### src/rtl/uart_tx_arbiter_pkg.sv
// uart_tx_arbiter_pkg: shared state encoding, default sizes and index-width helper
package uart_tx_arbiter_pkg;
  typedef enum logic {
    IDLE    = 1'b0,
    GRANTED = 1'b1
  } state_t;
  localparam int NREQ_DEFAULT    = 4;
  localparam int DW_DEFAULT      = 8;
  localparam int TIMEOUT_DEFAULT = 1024;
  localparam int TW_DEFAULT      = 11;
  function automatic int idx_w(input int n);
    return (n > 1) ? $clog2(n) : 1;
  endfunction
endpackage

### src/rtl/uart_tx_arbiter_rr_pick.sv
// rr_pick: combinational round-robin picker, searches ptr+1, ptr+2, ... modulo N
module rr_pick import uart_tx_arbiter_pkg::*; #(
  parameter int N  = NREQ_DEFAULT,
  parameter int IW = idx_w(N)
) (
  input  logic [N-1:0]  req,
  input  logic [IW-1:0] ptr,
  output logic [N-1:0]  onehot,
  output logic [IW-1:0] idx,
  output logic          any
);
  logic [IW-1:0] cand;
  // first set request after ptr in circular order wins; ptr itself is searched last
  always_comb begin
    onehot = '0;
    idx    = '0;
    any    = 1'b0;
    cand   = '0;
    for (int k = 1; k <= N; k++) begin
      cand = IW'((int'(ptr) + k) % N);
      if (!any && req[cand]) begin
        any          = 1'b1;
        idx          = cand;
        onehot[cand] = 1'b1;
      end
    end
  end
endmodule

### src/rtl/uart_tx_arbiter.sv
// uart_tx_arbiter: round-robin packet arbiter sharing one uart tx channel between NREQ requesters
module uart_tx_arbiter import uart_tx_arbiter_pkg::*; #(
  parameter int NREQ    = NREQ_DEFAULT,
  parameter int DW      = DW_DEFAULT,
  parameter int TIMEOUT = TIMEOUT_DEFAULT,
  parameter int TW      = TW_DEFAULT
) (
  input  logic               clk,
  input  logic               rst,
  input  logic [NREQ-1:0]    req_valid,
  input  logic [NREQ*DW-1:0] req_data,
  input  logic [NREQ-1:0]    req_last,
  output logic [NREQ-1:0]    req_ready,
  input  logic               uart_wr_rdy,
  output logic               uart_wr_en,
  output logic [DW-1:0]      uart_din,
  output logic [NREQ-1:0]    grant,
  output logic               timeout_err
);
  localparam int IW = idx_w(NREQ);
  state_t          state_q, state_d;
  logic [IW-1:0]   g_q, g_d, ptr_q, ptr_d, pick_idx;
  logic [NREQ-1:0] grant_q, grant_d, pick_oh;
  logic [TW-1:0]   cnt_q, cnt_d;
  logic            to_q, to_d, pick_any, act, xfer;
  logic [DW-1:0]   data_g;
  rr_pick #(.N(NREQ), .IW(IW)) u_pick (
    .req    (req_valid),
    .ptr    (ptr_q),
    .onehot (pick_oh),
    .idx    (pick_idx),
    .any    (pick_any)
  );
  assign act         = (state_q == GRANTED) && !rst;
  assign uart_wr_en  = act && req_valid[g_q];
  assign uart_din    = uart_wr_en ? data_g : '0;
  assign xfer        = uart_wr_en && uart_wr_rdy;
  assign grant       = grant_q;
  assign timeout_err = to_q;
  // owner's byte and ready strobe; rst gates them so a reset cycle never consumes a byte
  always_comb begin
    data_g    = '0;
    req_ready = '0;
    for (int i = 0; i < NREQ; i++) begin
      data_g       = (g_q == IW'(i)) ? req_data[i*DW +: DW] : data_g;
      req_ready[i] = act && uart_wr_rdy && (g_q == IW'(i));
    end
  end
  // arbitration, packet hold and stall-timeout next-state
  always_comb begin
    state_d = state_q;
    g_d     = g_q;
    ptr_d   = ptr_q;
    grant_d = grant_q;
    cnt_d   = cnt_q;
    to_d    = 1'b0;
    if (state_q == IDLE) begin
      if (pick_any) begin
        state_d = GRANTED;
        g_d     = pick_idx;
        grant_d = pick_oh;
        cnt_d   = '0;
      end
    end else if (xfer) begin
      cnt_d = '0;
      if (req_last[g_q]) begin
        state_d = IDLE;
        ptr_d   = g_q;
        grant_d = '0;
      end
    end else if (!req_valid[g_q]) begin
      if (cnt_q == TW'(TIMEOUT - 1)) begin
        state_d = IDLE;
        ptr_d   = g_q;
        grant_d = '0;
        cnt_d   = '0;
        to_d    = 1'b1;
      end else begin
        cnt_d = cnt_q + 1'b1;
      end
    end
  end
  // state registers; pointer resets to the last index so requester 0 wins first
  always_ff @(posedge clk) begin
    if (rst) begin
      state_q <= IDLE;
      g_q     <= '0;
      ptr_q   <= IW'(NREQ - 1);
      grant_q <= '0;
      cnt_q   <= '0;
      to_q    <= 1'b0;
    end else begin
      state_q <= state_d;
      g_q     <= g_d;
      ptr_q   <= ptr_d;
      grant_q <= grant_d;
      cnt_q   <= cnt_d;
      to_q    <= to_d;
    end
  end
endmodule

### config.mk
export PLATFORM = sky130hd
export DESIGN_NAME = uart_tx_arbiter
export DESIGN_NICKNAME = d
export VERILOG_FILES = /design/src/rtl/uart_tx_arbiter_pkg.sv /design/src/rtl/uart_tx_arbiter_rr_pick.sv /design/src/rtl/uart_tx_arbiter.sv
export SDC_FILE = /design/constraint.sdc
export NUM_CORES = 1
export LEC_CHECK = 0
export BUFFER_PORTS_ARGS = -buffer_cell sky130_fd_sc_hd__buf_2
export CELL_PAD_IN_SITES_DETAIL_PLACEMENT = 1
export CELL_PAD_IN_SITES_GLOBAL_PLACEMENT = 1
export CORE_ASPECT_RATIO = 0.8
export CORE_MARGIN = 2
export CORE_UTILIZATION = 34
export CTS_CLUSTER_DIAMETER = 30
export DETAILED_ROUTE_END_ITERATION = 16
export MAX_ROUTING_LAYER = met4
export PLACE_DENSITY = 0.88
export SLEW_MARGIN = 5
export SYNTH_ARGS = -nofsm -noshare
export SYNTH_HDL_FRONTEND = slang
export SYNTH_SLANG_ARGS = --single-unit
### constraint.sdc
create_clock -name clk -period 3.1 [get_ports clk]
set_clock_uncertainty 0.15 [all_clocks]
set_input_delay 0.465 -clock clk [delete_from_list [all_inputs] [get_ports clk]]
set_output_delay 0.465 -clock clk [all_outputs]
set_load 0.005 [all_outputs]
=== After elaboration in Yosys (flattened, before gate mapping) ===
Cells that the tools add are included.

* Register bits after elaboration: 21
* Latch bits: 0
* Memory bits (writable): 0
* ROM bits: 0
* Bits of input ports: 43
* Output and inout port bits: 18
* Memories kept: 0

* Add/sub/neg operators: 5
* $mul: 0
* Divide/modulo/power cells: 0
* Magnitude comparators: 9
* Eq/ne operators: 9
* Shifts and indexed selects: 0
* Multiplexer cells: 59
* Bitwise gates (word level): 4
* Reductions and logical operators: 27

{| class="wikitable"
|+ Operators with widths
! kind !! number
|-
| $mux W11 || 5
|-
| $mux W4 || 10
|-
| $mux W8 || 5
|-
| $mux W1 || 21
|-
| $mux W2 || 8
|-
| $logic_and A1 B1 Y1 || 15
|-
| $lt A2 B3 Y1 const B || 5
|-
| $bmux W1 S2 || 6
|-
| $or A4 B4 Y4 || 3
|-
| $add A11 B1 Y11 const B || 1
|-
| $eq A11 B10 Y1 const B || 1
|-
| $demux W1 S2 || 4
|-
| $ge A2 B1 Y1 const B || 4
|-
| $reduce_and A4 Y1 || 2
|-
| $add A2 B1 Y2 const B || 2
|-
| $add A2 B2 Y2 const B || 2
|-
| $eq A2 B2 Y1 const B || 2
|-
| $logic_not A1 Y1 || 4
|-
| $reduce_and A2 Y1 || 2
|-
| $reduce_bool A2 Y1 || 2
|-
| $reduce_or A4 Y1 || 1
|-
| $ne A3 B1 Y1 const B || 1
|-
| $ne A3 B2 Y1 const B || 1
|-
| $ne A3 B3 Y1 const B || 1
|-
| other kinds (5) || 5
|}

=== Depth between registers and ports, before layout ===
Gate-level depths: netlist of the first run.

* Word-level depth: 15
* Mapped depth: 10
* Gate-level depth less buffers: 7

=== By module ===
A second synthesis of the first run with hierarchy kept.

* Cell total of the unflattened synthesis: 213
* Area, all modules: 1941.9 µm²

{| class="wikitable"
|+ Modules (own cells, without submodules)
! module !! times used !! cells an instance !! area each (µm²) !! sequential area each (µm²)
|-
| uart_tx_arbiter || 1 || 145 || 1416.4 || 420.4
|-
| rr_pick || 1 || 68 || 525.5 || 0.0
|}

=== Worst setup path after synthesis of the first run ===
Ideal clock, no wire load.

* Path kind: reg-to-reg
* Start: reg ptr_q[0]
* End: reg grant_q[0], in the netlist grant[0]
* Arrival time: 2.985 ns
* Data required time: 2.828 ns
* Path slack: -0.157 ns
* Cell stages (with the launch flop): 11
* Buffers on the path: 3
* Period minus slack after synthesis: 3.257 ns
* Cell sequence: dfxtp_1 > clkbuf_1 > buf_1 > inv_1 > ha_1 > clkbuf_1 > mux4_2 > and4bb_2 > a2bb2oi_1 > nor2_1 > a311o_1

* Cells in the longest elaborated chain, start to end: 15

{| class="wikitable"
|+ RTL lines
! element !! RTL line !! text
|-
| from (decl) || uart_tx_arbiter.sv:22 || <nowiki>logic [IW-1:0] g_q, g_d, ptr_q, ptr_d, pick_idx;</nowiki>
|-
| from (signal assigned) || uart_tx_arbiter.sv:88 || <nowiki>ptr_q <= IW'(NREQ - 1);</nowiki>
|-
| from (signal assigned) || uart_tx_arbiter.sv:95 || <nowiki>ptr_q <= ptr_d;</nowiki>
|-
| branches (longest 15 deep; another with $lt A2 B3 Y1) || -- ||
|-
| to (signal assigned) || uart_tx_arbiter.sv:96 || <nowiki>grant_q <= grant_d;</nowiki>
|-
| to (decl) || uart_tx_arbiter.sv:23 || <nowiki>logic [NREQ-1:0] grant_q, grant_d, pick_oh;</nowiki>
|}

Several ways; the timed one is not identified. The select of a mux whose other input is x is not followed.
A chain may end at the register's enable or synchronous reset.

=== Worst setup path after layout of the first run ===
* Start: reg ptr_q[1]
* End: reg grant_q[0], in the netlist grant[0]

Same word-level chain as after synthesis.

==> impl_metrics.yaml, run 1 <==
timing:
  drv_slew: 0
  hold_ws_ns: 0.3513
  rsz0062_at_grt: "no"
  tightest_slew_ns: 0.7794
  setup_violations: 0
  finalCriticalPeriod_ns: 2.458
  fin_crit_sh: 0.7928
  hold_violations: 0
  slew_headroom: 0.4791
  final.setup.tns_ns: 0
  fmax_mhz: 406.9
setup_path:
  path_max_fanout: 8
  end_kind: "flip-flop"
  cp-start-kind: "flip-flop"
  worst_r2r_endpoint: "grant[0]"
  critPathSlowestCell: "mux4_2"
  cp_cell_sequence: "inv_1, ha_1, mux4_2, and4bb_2, a2bb2oi_1, nor2_1, a311o_1"
  r2r-start: "ptr_q[1]"
  critical-path-top-delay-family: "compound AO/OA/AOI/OAI gates"
  reg2reg_slack_ns: 0.64
  crit_end: "grant[0]"
  crit_type: "flip-flop to flip-flop"
  critical_path.startpoint: "ptr_q[1]"
  cp_num_buf_inv: 1
  worst-r2r-cell-count: 7
  cp_num_cells: 7
  crit_arrival_ns: 2.47
  cp_data_required_time_ns: 3.11
  max_stage_delay_ns: 0.49
detailed_routing:
  drcViolationCount: 0
  first_iter_violations: 206
  dr.pass1.iters: 4
  vias: 1908
  routedWlPerCell_um: 16.56
  drt_wl_total_mm: 5.530
  avgViaCountPerCell: 5.713
  postRouteAntennaNets: 0
hold_path:
  hold_path.class: "flip-flop to flip-flop"
synth:
  synth_top_cell_by_area: "dfxtp_1"
  synth_most_common_cell: "nor2_1"
  synth_top_area_frac: 0.2246
  syn_nets: 267
  synth_compound_area_frac: 0.1698
  synthFlopType: "dfxtp_1"
  muxShareOfSynthArea: 0.2005
  synthXorXnorAreaFrac: 0.03743
  async_flop_share: 0
  synth-edff-count: 0
  synthTopCellsByArea: "dfxtp_1 (22%), mux4_2 (16%), ha_1 (6.0%)"
  synthCells: 215
  synthTopCellsByCount: "nor2_1 (27), dfxtp_1 (21), a21oi_1 (14)"
  synth_cell_types: 47
  yosysSeqAreaShare: 0.2246
  synth_warnings: 0
  synth.avg_cell_area_um2: 8.706
  synthAdderAreaFrac: 0.06016
  syn_area_mm2: 0.001872
  ys_seq_elements: 21
  synthSimpleGateAreaFrac: 0.2547
  synth_top_family_by_area: "simple AND/OR/NAND/NOR gates"
global_routing:
  grt_start_max_net_pins: 20
  grt_pass1_vias: 1918
  overflow: 0
  grt_pass1_wl_mm: 9.225
  antenna_found_initial: 0
  track_usage: 0.1908
pwr:
  netSwitchingFraction: 0.3085
  p_per_area_mw_per_mm2: 304.2
  p_int_uw: 478.5
  seqPwrFrac: 0.423
  switchingPower_uw: 213.4
  vdd_drop_max_v: 0.0001554
  power_frac_clock: 0.263
  combPwrFrac: 0.314
  p_leak_uw: 0.0009302
final_layout:
  diodes: 0
  area_delta_synth_final_pct: 21.52
  final-seq-area_um2: 420.4
  layout.filler_cells: 655
  multi_input_area_mm2: 0.001353
  final_nets: 322
  drive_gt1_frac: 0.3309
  final_util: 0.4232
status:
  outcome: "complete, no violations"
clocking:
  htree_levels: 1
  clock_latency_ns: 0.27
  root_buffer: "clkbuf_8"
  cts_resized: 0
  clock_sink_count: 21
  clock_path_buffers: 2
  ctsHoldBuffers: 0
  post-cts-setup-buffers: 0
  cts_tree: "yes"
  cts_buffers: 3
  clk_pin_slew_ns: 0.08
die:
  row_count: 24
  chipHeight_um: 70.37
  dieArea_mm2: 0.006119
  io_pins: 61
  initial_core_util: 0.3482
  core_area_mm2: 0.005375
  die_x_um: 86.96
placement:
  port_buffers: 60
  hpwl_mm: 4.241
  place_congestion: 0.8852
flow_run:
  drv_cap: 0
-- cell families after synthesis --
logic type | Yosys count
AOI/OAI and AO/OA | 46
adders and majority gates | 9
buffers and inverters | 24
and+or+nand+nor | 86
xor gates and xnor gates | 8
muxes | 21
DFF | 21
-- cell type report --
class | instances | share of cell area
tap | 65 | 0.03575
multi-input combinational | 170 | 0.5946
timing repair buffer | 66 | 0.1518
clock buffer | 4 | 0.01980
sequential | 21 | 0.1848
inverter | 8 | 0.01320
-- worst reg2reg max path: cells and delay by family, from the launching register on --
kind | cells | cell delay, ns
AO/OA/AOI/OAI | 2 | 0.50
buffers and inverters | 1 | 0.16
flip-flops | 1 | 0.36
AND/OR/NAND/NOR | 2 | 0.34
adder cells (fa/ha/maj) | 1 | 0.36
multiplexers | 1 | 0.49
-- how the worst min path moves through the flow --
stage | depth (start not counted) | end | startpoint
finish | 1 | cnt_q[10] | cnt_q[10]
global route | 1 | cnt_q[10] | cnt_q[10]
CTS | 1 | cnt_q[10] | cnt_q[10]
detailed placement | 1 | cnt_q[10] | cnt_q[10]
global placement | 1 | cnt_q[10] | cnt_q[10]
floorplan | 1 | cnt_q[10] | cnt_q[10]
-- through the flow --
step	total power, uW	cell area (um2)	instances	setup WS [ns]
6_report	691.9	2275	334	0.6422
3_3_place_gp	506.6	2230	330	0.5480
5_1_grt	736.5	2275	334	0.5077
3_5_place_dp	514.3	2230	330	0.4927
2_1_floorplan	441.3	1873	215	0.008715
4_1_cts	698.6	2275	334	0.6185
-- layer usage --
metal	GRT usage	vias up	part of all wire
met5	-	-	0
met4	0.04167	0	0.0078
met3	0.02364	5	0.058
met2	0.3181	67	0.47
met1	0.2469	918	0.46
li1	-	918	-
-- sequential cells by signal, indices dropped and copies added, names as in the netlist --
register and count:
cnt_q 11, g_q 2, grant 4, ptr_q 2, state_q 1, timeout_err 1
-- cells in the final DEF (no fill, tap or decap), types with 6 or more instances in the layout --
master and count:
nand2_1 6, nor2b_1 9, nor2_1 27, mux4_2 13
a21oi_1 14, inv_1 8, ha_1 9, nand3_1 12
buf_4 6, o21ai_0 7, mux2i_1 6, buf_2 60
dfxtp_1 21, xnor2_1 8
-- power groups by stage --
stage	Clock [uW]	Sequential, uW	Combinational [uW]
CTS	188	292	218
global route	202	294	240
floorplan	0	295	146
finish	182	293	217
global placement	0	299	208
detailed placement	0	299	216
Note: power is estimated with default switching activity, not from simulation.
==> run 2, diff against run 1 <==
CORE_UTILIZATION = 37   (was 34)
PLACE_DENSITY = 0.91   (was 0.88)
clock period = 2.4 ns   (was 3.1 ns; I/O delays follow)
==> impl_metrics.yaml, run 2 (synthesized netlist as in run 1, its figures left out) <==
setup_path:
  critical-path-top-delay-family: "multiplexers"
  cp_cell_sequence: "inv_1, ha_4, mux4_2, and4bb_2, a2bb2oi_1, nor2_1, a311o_1"
  worst_r2r_endpoint: "grant[2]"
  r2r-start: "ptr_q[1]"
  cp-start-kind: "flip-flop"
  crit_arrival_ns: 2.32
  critPathSlowestCell: "mux4_2"
  reg2reg_slack_ns: 0.09
  cp_num_buf_inv: 1
  path_max_fanout: 8
  crit_type: "flip-flop to flip-flop"
  worst-r2r-cell-count: 7
  cp_data_required_time_ns: 2.41
  max_stage_delay_ns: 0.50
  end_kind: "flip-flop"
pwr:
  p_per_area_mw_per_mm2: 385.2
  vdd_drop_max_v: 0.0001642
  p_leak_uw: 0.0009899
timing:
  finalCriticalPeriod_ns: 2.308
  rsz0062_at_grt: "no"
  final.setup.tns_ns: 0
  setup_violations: 0
  hold_violations: 0
  fin_crit_sh: 0.9618
  slew_headroom: 0.5842
  fmax_mhz: 433.2
  tightest_slew_ns: 0.6196
  drv_slew: 0
final_layout:
  diodes: 0
  layout.cells.most_common: "buf_2"
  drive_gt1_frac: 0.3794
  layout_common_cells: "buf_2 (60), nor2_1 (27), dfxtp_1 (20), buf_4 (18)"
  final_util: 0.4871
  regMostFlops: "cnt_q"
  final_nets: 335
  layout.filler_cells: 600
  area_delta_synth_final_pct: 28.81
  largest_reg_flops: 11
clocking:
  clock_latency_ns: 0.27
  cts_resized: 0
  clk_pin_slew_ns: 0.08
  clock_sink_count: 21
  root_buffer: "clkbuf_8"
  htree_levels: 1
  cts_buffers: 3
  post-cts-setup-buffers: 0
  ctsHoldBuffers: 0
  clock_path_buffers: 2
  cts_tree: "yes"
detailed_routing:
  postRouteAntennaNets: 0
  drcViolationCount: 0
  vias: 1998
  avgViaCountPerCell: 5.808
  dr.pass1.iters: 4
  routedWlPerCell_um: 17.51
  drt_wl_total_mm: 6.025
  first_iter_violations: 114
global_routing:
  grt_pass1_vias: 1992
  track_usage: 0.2209
  overflow: 0
  grt_pass1_wl_mm: 9.639
  grt_start_max_net_pins: 16
  antenna_found_initial: 0
die:
  die_x_um: 83.52
  dieArea_mm2: 0.005647
  chipHeight_um: 67.62
  row_count: 23
  initial_core_util: 0.3782
  core_area_mm2: 0.004950
  io_pins: 61
placement:
  port_buffers: 60
  place_congestion: 0.8580
  hpwl_mm: 4.743
status:
  outcome: "complete, no violations"
hold_path:
  min_from: "rst"
  min_to: "timeout_err"
  holdPathStages: 2
  hold_path.class: "input pin to flip-flop"
flow_run:
  drv_cap: 0
[run 2: cell types whose count changed in the layout (fill, tap and decap cells not counted), sizes merged]
cell,before,now
buf,66,79
[run 2: layout make-up]
| class | instances | area (um2) | share of cell area |
|---|---|---|---|
| Multi-Input combinational cell | 170 | 1374 | 0.5698 |
| Sequential cell | 21 | 421.7 | 0.1749 |
| Inverter | 8 | 37.54 | 0.01557 |
| Tap cell | 62 | 77.57 | 0.03217 |
| Clock buffer | 4 | 45.04 | 0.01868 |
| Timing Repair Buffer | 79 | 455.4 | 0.1889 |
[run 2: how the worst max path moves through the flow]
| stage | cells past startpoint | from | to |
|---|---|---|---|
| after floorplan | 10 | ptr_q[0] | grant[0] |
| after global placement | 5 | req_valid[2] | ptr_q[0] |
| after detailed placement | 5 | req_valid[2] | ptr_q[0] |
| after CTS | 4 | g_q[0] | uart_din[4] |
| after global routing | 7 | ptr_q[0] | grant[1] |
| final | 7 | ptr_q[1] | grant[2] |
[run 2: through the flow]
step	total power (uW)	worst slack (ns)	instances	hold slack [ns]	area [um2]
2_1_floorplan	575.5	-0.08431	215	0.3105	1924
3_3_place_gp	677.6	0.08125	340	0.3379	2357
3_5_place_dp	693.5	-0.03928	340	0.3469	2357
4_1_cts	933.5	0.03668	344	0.3181	2402
5_1_grt	982.2	0.01563	344	0.3506	2411
6_report	928.7	0.09177	344	0.3243	2411
[run 2: power breakdown]
group	total, uW	switching, uW	internal [uW]
logic	309	153	156
registers	379	15.6	364
clock network	241	122	119
[run 2: routing by layer]
metal / routed length (um) / vias to the layer above / share of wire / global-route usage
met2: 2872 / 89 / 0.48 / 0.3821
met4: 61 / 0 / 0.010 / 0.05444
met3: 462 / 5 / 0.077 / 0.04645
li1: - / 946 / - / -
met5: 0 / - / 0 / -
met1: 2628 / 958 / 0.44 / 0.2695
==> run 3, diff against run 2 <==
--- a/config.mk
+++ b/config.mk
@@ -7,3 +7,2 @@
 export LEC_CHECK = 0
-export BUFFER_PORTS_ARGS = -buffer_cell sky130_fd_sc_hd__buf_2
 export CELL_PAD_IN_SITES_DETAIL_PLACEMENT = 1
@@ -12,7 +11,8 @@
 export CORE_MARGIN = 2
-export CORE_UTILIZATION = 37
+export CORE_UTILIZATION = 45
 export CTS_CLUSTER_DIAMETER = 30
 export DETAILED_ROUTE_END_ITERATION = 16
+export DONT_BUFFER_PORTS = 1
 export MAX_ROUTING_LAYER = met4
-export PLACE_DENSITY = 0.91
+export PLACE_DENSITY = 0.88
 export SLEW_MARGIN = 5
--- a/constraint.sdc
+++ b/constraint.sdc
@@ -4,2 +4,2 @@
 set_output_delay 0.36 -clock clk [all_outputs]
-set_load 0.005 [all_outputs]
+set_load 0.02 [all_outputs]
==> impl_metrics.yaml, run 3 (synthesized netlist as in run 1, its figures left out) <==
status:
  outcome: "complete, no violations"
final_layout:
  layout.cells.most_common: "nor2_1"
  final_area_mm2: 0.002115
  layout.filler_cells: 482
  area_delta_synth_final_pct: 12.97
  multi_input_area_mm2: 0.001376
  regMostFlops: "cnt_q"
  drive_gt1_frac: 0.2222
  largest_reg_flops: 11
  final-seq-area_um2: 421.7
  final_util: 0.5417
  layout_common_cells: "nor2_1 (27), buf_4 (22), dfxtp_1 (20), a21oi_1 (14), mux4_2 (13)"
  diodes: 0
  final_nets: 278
  final_cells: 280
pwr:
  p_per_area_mw_per_mm2: 416.8
  combPwrFrac: 0.286
  p_leak_uw: 0.0007492
  p_int_uw: 602.4
  netSwitchingFraction: 0.3166
  switchingPower_uw: 279.1
  seqPwrFrac: 0.442
  power_frac_clock: 0.272
  vdd_drop_max_v: 0.0002926
placement:
  dp.cells: 276
  place_area_mm2: 0.002058
  hpwl_mm: 4.276
  place_congestion: 0.8783
  port_buffers: 0
clocking:
  clock_path_buffers: 2
  clock_sink_count: 21
  root_buffer: "clkbuf_8"
  clock_latency_ns: 0.26
  clk_pin_slew_ns: 0.08
  cts_resized: 0
  cts_buffers: 3
  ctsHoldBuffers: 0
  htree_levels: 1
  post-cts-setup-buffers: 0
  cts_tree: "yes"
global_routing:
  grt_pass1_wl_mm: 9.259
  grt_pass1_vias: 1740
  antenna_found_initial: 0
  grt_start_max_net_pins: 20
  track_usage: 0.2596
  overflow: 0
setup_path:
  max_stage_delay_ns: 0.60
  critPathSlowestCell: "mux4_2"
  cp_data_required_time_ns: 2.44
  crit_arrival_ns: 2.31
  critical-path-top-delay-family: "multiplexers"
  cp_cell_sequence: "mux4_2, or4_1, a21oi_1, mux2i_1"
  cp-start-kind: "flip-flop"
  end_kind: "flip-flop"
  path_max_fanout: 7
  cp_num_buf_inv: 0
  crit_type: "flip-flop to flip-flop"
timing:
  slew_headroom: 0.5941
  tightest_slew_ns: 0.6048
  rsz0062_at_grt: "no"
  drv_slew: 0
  hold_ws_ns: 0.02929
  hold_violations: 0
  fin_crit_sh: 0.9461
  final.setup.tns_ns: 0
  setup_violations: 0
  fmax_mhz: 440.4
  finalCriticalPeriod_ns: 2.271
flow_run:
  drv_cap: 0
die:
  core_area_mm2: 0.003904
  dieArea_mm2: 0.004695
  row_count: 20
  io_pins: 61
  initial_core_util: 0.4795
  die_x_um: 76.11
  chipHeight_um: 61.69
detailed_routing:
  dr.pass1.iters: 4
  avgViaCountPerCell: 6.361
  first_iter_violations: 101
  postRouteAntennaNets: 0
  routedWlPerCell_um: 20.54
  vias: 1781
  drcViolationCount: 0
  drt_wl_total_mm: 5.750
hold_path:
  hold_path.class: "input pin to flip-flop"
==> run 3: cell types whose count changed in the layout (fill, tap and decap cells not counted) <==
cell | before | now
a21oi_1 | 13 | 14
a21oi_2 | 1 | 0
buf_12 | 1 | 0
buf_2 | 60 | 0
buf_4 | 18 | 22
o22ai_1 | 3 | 2
o22ai_2 | 0 | 1
==> run 3: final timing paths <==
kind,slack [ns],cells past startpoint,to,from
max,0.13,4,ptr_q[1],g_q[0]
min reg2reg,0.36,2,cnt_q[1],cnt_q[1]
min,0.03,1,timeout_err,rst
max reg2reg,0.13,4,ptr_q[1],g_q[0]
==> run 3: layout make-up <==
cell class                      count  area share
Multi-Input combinational cell    170      0.6509
Clock buffer                        4     0.02130
Sequential cell                    21      0.1994
Inverter                            8     0.01775
Tap cell                           55     0.03254
Timing Repair Buffer               22     0.07811
==> run 3: worst register-to-register path, stage by stage (launching register included) <==
cell     delay (ns)
dfxtp_1        0.36
mux4_2         0.61
or4_1          0.56
a21oi_1        0.29
mux2i_1        0.24
==> run 3: metrics by stage <==
step	power, uW	worst slack [ns]
after global placement	633.8	0.1784
final	881.4	0.1294
after global routing	926.8	0.003686
after detailed placement	641.8	0.1441
after floorplan	593.5	-0.08431
after CTS	876.5	0.04790
==> run 3: layer usage <==
| layer | routed length (um) | global-route usage |
|---|---|---|
| met1 | 2560 | 0.3294 |
| met2 | 2677 | 0.4247 |
| met3 | 463 | 0.07625 |
| met4 | 49 | 0.04675 |
| met5 | 0 | - |
==> run 3: power groups by stage <==
| stage | clock network (uW) | registers, uW | logic (uW) |
|---|---|---|---|
| finish | 240 | 390 | 252 |
| global route | 260 | 393 | 274 |
| CTS | 239 | 390 | 248 |
| detailed placement | 0 | 398 | 244 |
| global placement | 0 | 396 | 237 |
| floorplan | 0 | 390 | 204 |
